===== config.mk =====
export PLATFORM = sky130hd
export DESIGN_NAME = ks_voice_alloc
export DESIGN_NICKNAME = d
export VERILOG_FILES = /design/src/rtl/ks_voice_alloc.sv
export SDC_FILE = /design/constraint.sdc
export NUM_CORES = 1
export LEC_CHECK = 0
export BUFFER_PORTS_ARGS = -buffer_cell sky130_fd_sc_hd__buf_2
export CAP_MARGIN = 40
export CORE_UTILIZATION = 40
export DETAILED_ROUTE_END_ITERATION = 6
export HOLD_SLACK_MARGIN = 0.12
export PLACE_DENSITY = 0.64
export SKIP_CTS_REPAIR_TIMING = 1
export SYNTH_ARGS = -nofsm -noshare
export SYNTH_HDL_FRONTEND = slang
export SYNTH_SLANG_ARGS = --single-unit

===== constraint.sdc =====
create_clock -name lrck -period 18.6 [get_ports lrck]
set_input_delay 0 -clock lrck [delete_from_list [all_inputs] [get_ports lrck]]
set_output_delay 0 -clock lrck [all_outputs]
set_load 0.02 [all_outputs]

===== src/rtl/ks_voice_alloc.sv =====
// ks_voice_alloc: assigns note requests to string voices, stealing the oldest
// busy voice when none is free, then fires a one-sample pluck on the next edge.
module ks_voice_alloc #(
    parameter int VOICES = 4,
    parameter int HOLD   = 48000,
    parameter int AGE_W  = 17
) (
    input  logic                  lrck,
    input  logic                  rst,
    input  logic                  note_valid,
    output logic                  note_ready,
    input  logic [9:0]            note_delay,
    input  logic [9:0]            note_volume,
    output logic [10*VOICES-1:0]  voice_delay,
    output logic [10*VOICES-1:0]  voice_volume,
    output logic [VOICES-1:0]     voice_pluck,
    output logic [VOICES-1:0]     voice_busy,
    output logic [2:0]            last_voice,
    output logic                  steal
);
    localparam int HW = $clog2(HOLD + 1);

    typedef enum logic {IDLE, ARM} state_t;

    state_t state_q, state_d;

    logic [VOICES-1:0]             busy_w;
    logic [VOICES-1:0][AGE_W-1:0]  age_w;
    logic [VOICES-1:0]             pluck_q;
    logic [2:0]                    last_q;
    logic                          steal_q;
    logic                          accept;

    logic [2:0]                    sel_v;
    logic [2:0]                    free_v;
    logic [2:0]                    old_v;
    logic                          any_free;
    logic                          sel_busy;
    logic [AGE_W-1:0]              best_age;

    // State register
    always_ff @(posedge lrck) begin
        if (rst) state_q <= IDLE;
        else     state_q <= state_d;
    end

    // Next state; ready is a pure decode of the state
    always_comb begin
        state_d    = state_q;
        note_ready = 1'b0;
        case (state_q)
            IDLE: begin
                note_ready = 1'b1;
                if (note_valid) state_d = ARM;
            end
            ARM:     state_d = IDLE;
            default: state_d = IDLE;
        endcase
    end

    assign accept = note_valid & note_ready;

    // Voice choice: lowest free index, else largest age with ties to lowest index
    always_comb begin
        any_free = 1'b0;
        free_v   = 3'd0;
        for (int i = VOICES - 1; i >= 0; i--) begin
            if (!busy_w[i]) begin
                any_free = 1'b1;
                free_v   = 3'(i);
            end
        end
        old_v    = 3'd0;
        best_age = age_w[0];
        for (int i = 1; i < VOICES; i++) begin
            if (age_w[i] > best_age) begin
                best_age = age_w[i];
                old_v    = 3'(i);
            end
        end
        sel_v    = any_free ? free_v : old_v;
        sel_busy = 1'b0;
        for (int i = 0; i < VOICES; i++) begin
            if (sel_v == 3'(i)) sel_busy = busy_w[i];
        end
    end

    // Per-voice settings, hold timer and age; allocation overrides expiry
    for (genvar g = 0; g < VOICES; g++) begin : g_voice
        logic [9:0]       dly_q;
        logic [9:0]       vol_q;
        logic [HW-1:0]    hold_q;
        logic [AGE_W-1:0] age_q;
        logic             busy_q;

        always_ff @(posedge lrck) begin
            if (rst) begin
                dly_q  <= '0;
                vol_q  <= '0;
                hold_q <= '0;
                age_q  <= '0;
                busy_q <= 1'b0;
            end else if (accept && sel_v == 3'(g)) begin
                dly_q  <= note_delay;
                vol_q  <= note_volume;
                hold_q <= HW'(HOLD);
                age_q  <= '0;
                busy_q <= 1'b1;
            end else if (busy_q) begin
                hold_q <= hold_q - 1'b1;
                if (age_q != '1) age_q <= age_q + 1'b1;
                if (hold_q == HW'(1)) begin
                    busy_q <= 1'b0;
                    age_q  <= '0;
                end
            end
        end

        assign voice_delay[10*g +: 10]  = dly_q;
        assign voice_volume[10*g +: 10] = vol_q;
        assign busy_w[g]                = busy_q;
        assign age_w[g]                 = age_q;
    end

    // Allocation bookkeeping and the one-cycle pluck issued from ARM
    always_ff @(posedge lrck) begin
        if (rst) begin
            pluck_q <= '0;
            last_q  <= '0;
            steal_q <= 1'b0;
        end else begin
            pluck_q <= '0;
            if (accept) begin
                last_q  <= sel_v;
                steal_q <= sel_busy;
            end else if (state_q == ARM) begin
                for (int i = 0; i < VOICES; i++) begin
                    if (last_q == 3'(i)) pluck_q[i] <= 1'b1;
                end
                steal_q <= 1'b0;
            end
        end
    end

    assign voice_pluck = pluck_q;
    assign voice_busy  = busy_w;
    assign last_voice  = last_q;
    assign steal       = steal_q;

endmodule


==> metrics, run 1 <==
outcome finished, final reports clean; Synth Warn # 0; 1st-pass router iterations 5; Die X approximately 170 um; top cell type by total area after synthesis dfxtp_1; H-tree depth 1; Vias around 9,600; Mapped Avg Cell Area 8.79 sq um; EDFF count, synth 0; GRT Overall Usage between 15 and 20%; CTS Buffer Depth 3; synthesized cell area approximately 11,000 sq um; Inst Count DP between 1,500 and 2,000; clock skew around 0.010 ns; ANT nets after route 0; Fill cells between 2,000 and 3,000; CP arrival 8.50 ns; CTS Buf Count 25; Final Hold Fails 0; IO Pins around 120; die area 29,100 sq um; Final setup viols 0; vias in the first global route just over 9,000; Post-DP HPWL 20,200 um; Async SR Flop Fraction 0%; post-route cell area ~13,000 sq um; vias per cell 5.37; Die Ht roughly 170 um; final worst path period share a little over two fifths; Layout area overhead 16.6%; P per Cell Area roughly 84 nW/um^2; Slew Viols, Final 0; Worst Hold Class input pin to register; type of element capturing the critical path register; WL per Instance approximately 16 um; Slew HR between 40% and 50%; Core ar. approximately 28,000 sq um; proportion of layout cells with a drive suffix above 1 between 10% and 20%; DP Area between 10,000 and 15,000 sq um; syn_nets around 1,400; Syn Inst Count between 1,000 and 1,500; first-pass GRT wire length 47,700 um; Most used DFF post-synth dfxtp_1; post-synth cell types 66; row cnt 61; Tmin final 8.09 ns; Seq cells post-synth around 220; Req. time, crit path between 15 and 20 ns; Tot Pwr ~1.1 mW; initial antenna violation count 0; Diodes inserted 0; fmax between 100 and 150 MHz; 1st-iter DRT viols around 500; largest net degree at the start of global routing 93; Max Cap Viol 0; Clk pin slew, worst setup/hold paths roughly 0.060 ns; final net count roughly 1,500; fin cells about 1,800; slowest CP cell nand2_1; RSZ-0062 raised after global routing false; root buffer cell clkbuf_16; grt ovf 0; Worst Tran Pin Value 0.887 ns; Max stage delay on crit path ~0.70 ns; GPL Wtd Cong 0.930; drt drc 0; initial core utilization 40.9%; clk_lat worst skew roughly 0.52 ns; Seq/Total Area, Yosys 39.4%; CTS tree yes; Total Wirelength ~30,000 um; Setup CP Type register to register; leak pwr ~5.6 nW; Max VDD drop between 0.07 and 0.08 mV; Port Buf Inserts between 100 and 150; top post-synthesis cells by area dfxtp_1 (39%), ha_1 (7.4%), mux2i_1 (6.7%); worst path cell trace inv_1 -> ha_1 -> a211oi_1 -> o221ai_1 -> a211oi_1 -> o211ai_1 -> nand2_1 -> mux2i_1 -> ha_1 -> nand4_1 -> or4_1 -> o22ai_1 -> a21o_1 -> mux2_2 -> ha_1 -> nand4_2 -> or3_1 -> a32oi_1 -> a31oi_1 -> a311o_1 -> buf_4 -> or3_1 -> buf_8 -> a31o_2; CP startpoint kind register; crit path max fanout 28; most used cell, CP ha_1; clk sinks approximately 220; setup tns final 0 ns; area share of the largest cell type after synthesis approximately 40%
[Yosys cell counts (12+ instances only)]
library cell  instances
a21oi_1              54
ha_1                 67
and3_1               15
buf_2                17
a21o_1               12
nor4_1               59
xor2_1               27
nand4_1              25
or3_1                14
nor3_1               86
nor2_1               88
and4_1               13
inv_1                48
dfxtp_1             224
clkbuf_1             46
o21ai_0              14
xnor2_1              82
mux2i_1              76
nand3_1              30
nand2_1             172
a31o_1               12
[registers in the layout (all words and copies together), names as in the netlist, 2 cells and up]
name	flops
voice_pluck	4
g_voice.age_q	68
last_voice	2
g_voice.vol_q	40
g_voice.hold_q	64
g_voice.dly_q	40
g_voice.busy_q	4
[final timing paths]
path                                                        from                                to  slack, ns  cells past startpoint
worst min-delay path                               note_delay[5]  g_voice[0].dly_q[5]$_SDFFE_PP0P_       0.37                      4
worst min register to register  g_voice[0].vol_q[9]$_SDFFE_PP0P_  g_voice[0].vol_q[9]$_SDFFE_PP0P_       0.46                      2
worst max-delay path            g_voice[0].age_q[2]$_SDFFE_PP0P_  g_voice[2].vol_q[2]$_SDFFE_PP0P_      10.51                     24
worst max register to register  g_voice[0].age_q[2]$_SDFFE_PP0P_  g_voice[2].vol_q[2]$_SDFFE_PP0P_      10.51                     24
[area by class of cell]
| type | instances | area, sq um | area share [%] |
|---|---|---|---|
| Clock buffer | 35 | 713 | 5.37 |
| Clock inverter | 7 | 87.6 | 0.660 |
| Inverter | 49 | 185 | 1.39 |
| Multi-Input combinational cell | 947 | 6380 | 48.0 |
| Sequential cell | 224 | 4480 | 33.8 |
| Tap cell | 378 | 473 | 3.56 |
| Timing Repair Buffer | 154 | 956 | 7.20 |
[routing by layer]
metal	wire, um	share of wire (%)	global-route usage [%]	up-vias
met3	1960	6.7	5.32	57
met4	873	3.0	6.78	0
met5	0	0	0	-
met1	13500	46	25.6	4531
li1	-	-	-	4811
met2	13100	45	32.3	242
[cells in the final DEF (no fill, tap or decap), types with 3 or more instances in the layout]
cell type	count
a2111oi_0	4
a211oi_1	8
a21o_1	12
a21oi_1	53
a22oi_1	8
a31o_1	12
a31o_2	10
and2_1	4
and3_1	15
and4_1	13
buf_2	113
buf_4	17
clkbuf_1	5
clkbuf_16	25
clkbuf_8	5
clkinv_2	5
dfxtp_1	224
dlygate4sd3_1	22
ha_1	67
inv_1	48
mux2_2	10
mux2i_1	76
nand2_1	172
nand2b_1	5
nand3_1	30
nand4_1	25
nor2_1	88
nor3_1	86
nor4_1	59
nor4b_1	3
o211ai_1	3
o21ai_0	14
or3_1	14
or4_1	5
xnor2_1	82
xor2_1	27
[where the power goes]
| part | total, mW | internal [mW] | switching (mW) | leakage (nW) |
|---|---|---|---|---|
| clock | 0.485 | 0.292 | 0.193 | 0.394 |
| combinational | 0.123 | 0.0476 | 0.0753 | 3.38 |
| sequential | 0.507 | 0.495 | 0.0126 | 1.81 |
[through the flow]
stage               setup slack (ns)  hold WS, ns  utilization, %
floorplan                      11.94        0.205               -
global placement               10.55        0.343            43.8
detailed placement             10.25        0.340            44.0
CTS                            10.24       -0.201            46.8
global route                    9.91        0.402            47.7
finish                         10.51        0.370            47.7
[logic make-up (layout without fill, tap and decap cells)]
kind of cell    Yosys count  count (layout)  synth area share [%]
mux                      86              86                  7.67
fa+ha+maj                67              67                  7.36
buf+inv                 124             245                  4.70
other cells               1               1                0.0329
xor+xnor                109             109                  8.39
flops                   224             224                  39.4
simple gates            532             532                  23.0
compound gates          152             152                  9.43
[worst max-delay path: cells and delay by family (launching register included)]
kind,cells,cell delay (ns)
adders and majority gates,3,1.02
buffers and inverters,3,0.59
and+or+nand+nor,6,2.55
AOI/OAI and AO/OA,10,2.66
muxes,2,0.74
DFF,1,0.43
Power figures use the tool's default switching activity.
==> inputs of run 2 (changes only) <==
Settings changed: ABC_AREA set to 1.
Clock period 18.6 ns to 8.1 ns, I/O delays scaled along.
==> metrics, run 2 <==
outcome finished, final reports clean; IO Pins 116 (unchanged); slowest CP cell a21oi_4; GPL Wtd Cong 0.905 (-2.7%); GR Util met2 35.6% (+3.4 points); Most used DFF post-synth dfxtp_1; Max Cap Viol 0 (unchanged); Vias 11,500 (+19%); top cell type by total area after synthesis dfxtp_1; CP arrival 7.48 ns (-1.02 ns); row cnt 63 (+3.3%); EDFF count, synth 0 (unchanged); syn_nets 1,888 (+36%); biggest regs g_voice.age_q (68), g_voice.hold_q (64); Min Hold Slack 0.281 ns (-0.0892 ns); 1st-iter DRT viols 665 (+32%); Die Ht 177 um (+3.8%); final worst path period share 86.9% (+43 points); top post-synthesis cells by area dfxtp_1 (37%), nand2_1 (12%), nor2_1 (9.8%); first-pass GRT wire length 53,600 um (+13%); final core occ 47.4% (-0.29 points); hold path start note_valid; synthesized cell area 12,300 sq um (+7.8%); Async SR Flop Fraction 0% (unchanged); Slew HR 40.9% (-0.047 points); die area 31,400 sq um (+7.7%); Port Buf Inserts 114 (unchanged); Setup CP Type register to register; Max stage delay on crit path 0.65 ns (-0.05 ns); RSZ-0062 raised after global routing false; Seq cells post-synth 224 (unchanged); Worst Hold Class input pin to register; GRT Overall Usage 21.0% (+1.0 points); grt ovf 0 (unchanged); proportion of layout cells with a drive suffix above 1 10.4% (-4.0 points); Req. time, crit path 8.53 ns (-10.48 ns); setup tns final 0 ns (unchanged); reg2reg start g_voice[0].age_q[6]$_SDFFE_PP0P_; met3 Use GR 5.52% (+0.20 points); Worst Setup SP g_voice[0].age_q[6]$_SDFFE_PP0P_; clk sinks 224 (unchanged); ANT nets after route 0 (unchanged); final net count 1,991 (+34%); R2R Path End g_voice[3].vol_q[0]$_SDFFE_PP0P_; kind of cell adding the most delay to the critical path simple AND/OR/NAND/NOR gates; initial core utilization 41.1% (+0.20 points); root buffer cell clkbuf_16; post-synth cell types 44 (-33%); P per Cell Area 201 nW/um^2 (+140%); clock skew 0.0170 ns (+0.00697 ns); Layout area overhead 15.3%; largest net degree at the start of global routing 67 (-28%); Worst Tran Pin Value 0.881 ns (-0.00521 ns); Largest register FFs 68 (unchanged); Clk pin slew, worst setup/hold paths 0.06 ns (about the same); Post-synth top cells nand2_1 (398), nor2_1 (320), dfxtp_1 (224), inv_1 (207), a21oi_1 (110); Slew Viols, Final 0 (unchanged); Syn Inst Count 1,798 (+39%); H-tree depth 1 (unchanged); Final setup viols 0 (unchanged); Mapped Avg Cell Area 6.82 sq um (-22%); most used cell, CP nand2_1; Biggest register g_voice.age_q; CTS tree yes; most common cell after layout, fill and taps aside nand2_1; most used routing layer in global routing met2; Core ar. 29,900 sq um (+7.2%); Final Hold Fails 0 (unchanged); Buf/Inv on CP 3 (unchanged); Seq/Total Area, Yosys 36.6% (-2.8 points); Total Wirelength 33,000 um (+12%); most frequent cell after synthesis nand2_1; vias per cell 4.97 (-7.5%); type of element capturing the critical path register; vias in the first global route 10,900 (+18%); Post-DP HPWL 23,800 um (+18%); CP startpoint kind register; Diodes inserted 0 (unchanged); drt drc 0 (unchanged); met1 GRT Util 25.7% (+0.091 points); reg2reg setup slack 1.06 ns (-9.45 ns); CTS Buffer Depth 3 (unchanged); Tmin final 7.04 ns (-1.05 ns); WL per Instance 14.3 um (-13%); CTS Buf Count 26 (+4.0%); area share of the largest cell type after synthesis 36.6% (-2.8 points); Synth Warn # 0 (unchanged); Die X 177 um (+3.8%); Reg2Reg Depth 30 (+25%); initial antenna violation count 0 (unchanged); crit path max fanout 34 (+21%); highest-count cells in the layout ignoring fill and taps nand2_1 (398), nor2_1 (319), dfxtp_1 (224); Max VDD drop 0.198 mV (+180%); fmax 142 MHz (+15%); leak pwr 6.23 nW (+12%); Hold Crit Depth 5 (+1); 1st-pass router iterations 5 (unchanged); clk_lat worst skew 0.55 ns (+0.03 ns); hold path endpoint steal$_SDFFE_PP0P_
==> run 2: cell types whose count changed after synthesis, sizes merged, moves of 57 or more <==
cell,delta
a21oi,+57
inv,+160
mux2i,-71
nand2,+232
nor2,+234
xnor2,-66
==> run 2: layout make-up <==
cell class,count,area [sq um]
clock inverter,9,129
sequential,224,4480
multi-input combinational,1289,6610
fill,3045,15700
clock buffer,37,752
tap,390,488
timing repair buffer,149,898
inverter,211,792
==> run 2: worst max-delay path by stage <==
stage                                              endpoint  cells past startpoint
after floorplan           g_voice[0].age_q[12]$_SDFFE_PP0P_                     32
after global placement     g_voice[1].age_q[2]$_SDFFE_PP0P_                     29
after detailed placement   g_voice[3].age_q[2]$_SDFFE_PP0P_                     33
after CTS                  g_voice[3].age_q[2]$_SDFFE_PP0P_                     33
after global routing       g_voice[3].vol_q[0]$_SDFFE_PP0P_                     33
final                      g_voice[3].vol_q[0]$_SDFFE_PP0P_                     30
==> run 2: power breakdown <==
group          switching [mW]  internal [mW]
Clock                   0.487          0.713
Sequential             0.0285           1.14
Combinational           0.316          0.156
==> run 2: layer usage <==
layer	up-vias	wire [um]
met5	-	0
met4	0	1000
met3	52	2250
met2	262	15100
met1	5232	14600
li1	5927	-
==> run 2: logic make-up (layout without fill, tap and decap cells) <==
logic type	Yosys count	after routing	share of synthesized area [%]
DFF	224	224	36.6
and+or+nand+nor	952	952	32.9
buffers and inverters	285	406	9.71
AOI/OAI and AO/OA	188	188	8.17
other	1	1	0.0306
xor gates and xnor gates	76	76	5.43
adders and majority gates	67	67	6.83
muxes	5	5	0.408
==> run 2: metrics by stage <==
step	instances	power [mW]	instance area, sq um	setup slack [ns]
after floorplan	1798	1.54	12300	3.36
after global placement	2239	1.64	13000	1.34
after detailed placement	2240	1.65	13000	1.37
after CTS	2286	2.86	13900	1.32
after global routing	2309	2.99	14200	0.303
final	2309	2.84	14200	1.06
==> run 2: tightest hold or removal path: stages <==
cell	delay, ns
dlygate4sd3_1	0.52
buf_2	0.09
inv_1	0.05
nand3_1	0.07
a21oi_1	0.06
==> inputs of run 3 (changes only) <==
Settings changed: RECOVER_POWER set to 100.
==> metrics, run 3 (synthesized netlist as in run 2, its figures left out) <==
CTS Buf Count 26 (unchanged); fmax 140 MHz (-1.5%); post-route cell area 14,000 sq um (-1.2%); Final Hold Fails 0 (unchanged); slowest CP cell dlygate4sd3_1; clock skew 0.0183 ns (+0.00125 ns); Diodes inserted 0 (unchanged); Max VDD drop 0.199 mV (+0.46%); Clk pwr share 42.4% (+0.2 points); Worst Tran Pin Value 3.15 ns (+2.27 ns); highest-count cells in the layout ignoring fill and taps nand2_1 (400), nor2_1 (320), dfxtp_1 (224); largest net degree at the start of global routing 67 (unchanged); setup ws final 0.947 ns (-0.111 ns); Max Cap Viol 2 (+2); crit path max fanout 34 (unchanged); GPL Wtd Cong 0.905 (unchanged); vias per cell 4.98 (+0.20%); final net count 1,991 (unchanged); Inst Count DP 2,240 (unchanged); IO Pins 116 (unchanged); Setup CP Type register to register; Worst Hold Class input pin to register; GR Util met2 35.6% (unchanged); met3 Use GR 5.52% (unchanged); DP Area 13,000 sq um (unchanged); most used routing layer in global routing met2; final core occ 46.8% (-0.57 points); leak pwr 5.82 nW (-6.6%); Die X 177 um (unchanged); Port Buf Inserts 114 (unchanged); final worst path period share 88.3% (+1.4 points); met1 GRT Util 25.7% (unchanged); biggest regs g_voice.age_q (68), g_voice.hold_q (64); Core ar. 29,900 sq um (unchanged); CTS Buffer Depth 3 (unchanged); 1st-pass router iterations 5 (unchanged); Tmin final 7.15 ns (+0.111 ns); clk_lat worst skew 0.55 ns (about the same); root buffer cell clkbuf_16; CP startpoint kind register; row cnt 63 (unchanged); initial antenna violation count 0 (unchanged); Reg2Reg Depth 30 (unchanged); Layout area overhead 14.0%; initial core utilization 41.1% (unchanged); setup tns final 0 ns (unchanged); P per Cell Area 203 nW/um^2 (+1.0%); RSZ-0062 raised after global routing false; WL per Instance 14.2 um (-0.24%); Biggest register g_voice.age_q; first-pass GRT wire length 53,600 um (unchanged); Flop pwr share 41.2% (about the same); Fill cells 3,111 (+2.2%); Vias 11,500 (+0.20%); die area 31,400 sq um (unchanged); vias in the first global route 10,900 (unchanged); Req. time, crit path 8.53 ns (about the same); outcome finished, violations left; CP arrival 7.59 ns (+0.11 ns); failing checks capacitance limit, slew limit; pre-CTS WS 1.37 ns (unchanged); Clk pin slew, worst setup/hold paths 0.06 ns (about the same); Die Ht 177 um (unchanged); fin cells 2,309 (unchanged); Max stage delay on crit path 0.68 ns (+0.03 ns); H-tree depth 1 (unchanged); 1st-iter DRT viols 711 (+6.9%); Largest register FFs 68 (unchanged); clk sinks 224 (unchanged); proportion of layout cells with a drive suffix above 1 5.16% (-5.3 points); most common cell after layout, fill and taps aside nand2_1; Slew Viols, Final 125 (+125); Hold Crit Depth 4 (-1); CTS tree yes; drt drc 0 (unchanged); sw frac 29.3% (+0.031 points); type of element capturing the critical path register; ANT nets after route 0 (unchanged); combinational power share 16.4% (-0.2 points); P_sw 831 uW (-0.10%); Total Wirelength 32,900 um (-0.24%); most used cell, CP nand2_1; Slew HR -110% (-150 points); reg2reg setup slack 0.95 ns (-0.11 ns); Pint 2.00 mW (-0.25%); Final setup viols 0 (unchanged); grt ovf 0 (unchanged); Post-DP HPWL 23,800 um (unchanged); GRT Overall Usage 21.0% (unchanged)
## run 3: changes by cell type in the layout (fill, tap and decap cells not counted), moves of 2 or more
cell      change
nand2_1       +2
clkbuf_2      +3
inv_2         -2
buf_4         -5
clkbuf_1     +95
buf_2        -92
nand2_4       -2
## run 3: layout make-up
cell class | instances | area, sq um | share of cell area, %
inverter | 211 | 792 | 5.66
clock inverter | 9 | 129 | 0.922
timing repair buffer | 149 | 757 | 5.41
multi-input combinational | 1289 | 6580 | 47.1
tap | 390 | 488 | 3.49
clock buffer | 37 | 752 | 5.38
sequential | 224 | 4480 | 32.1
## run 3: critical path, delay by kind of cell (launching register included)
family | cells | cell delay (ns)
adder cells (fa/ha/maj) | 3 | 1.00
flip-flops | 1 | 0.37
AO/OA/AOI/OAI | 4 | 1.16
AND/OR/NAND/NOR | 20 | 3.23
buffers and inverters | 3 | 1.26
## run 3: layer usage
metal / vias up / share of wire, %
li1: 5928 / -
met1: 5252 / 44
met2: 266 / 46
met3: 50 / 6.6
met4: 0 / 3.0
met5: - / 0
## run 3: worst paths after layout
check | from | endpoint
max | g_voice[0].age_q[6]$_SDFFE_PP0P_ | g_voice[3].vol_q[0]$_SDFFE_PP0P_
min | note_delay[1] | g_voice[3].dly_q[1]$_SDFFE_PP0P_
max reg2reg | g_voice[0].age_q[6]$_SDFFE_PP0P_ | g_voice[3].vol_q[0]$_SDFFE_PP0P_
min reg2reg | g_voice[3].hold_q[4]$_SDFFE_PP0P_ | g_voice[3].hold_q[4]$_SDFFE_PP0P_
## run 3: power by group through the flow
stage          clock network, mW  logic (mW)  registers (mW)
2_1_floorplan                  0       0.335            1.21
3_3_place_gp                   0       0.450            1.19
3_5_place_dp                   0       0.460            1.19
4_1_cts                     1.22       0.464            1.17
5_1_grt                     1.28       0.535            1.17
6_report                    1.20       0.464            1.17
## run 3: metrics by stage
| step | power (mW) | hold WS, ns |
|---|---|---|
| after floorplan | 1.54 | 0.165 |
| after global placement | 1.64 | 0.285 |
| after detailed placement | 1.65 | 0.297 |
| after CTS | 2.86 | -0.292 |
| after global routing | 2.99 | 0.284 |
| final | 2.83 | 0.280 |
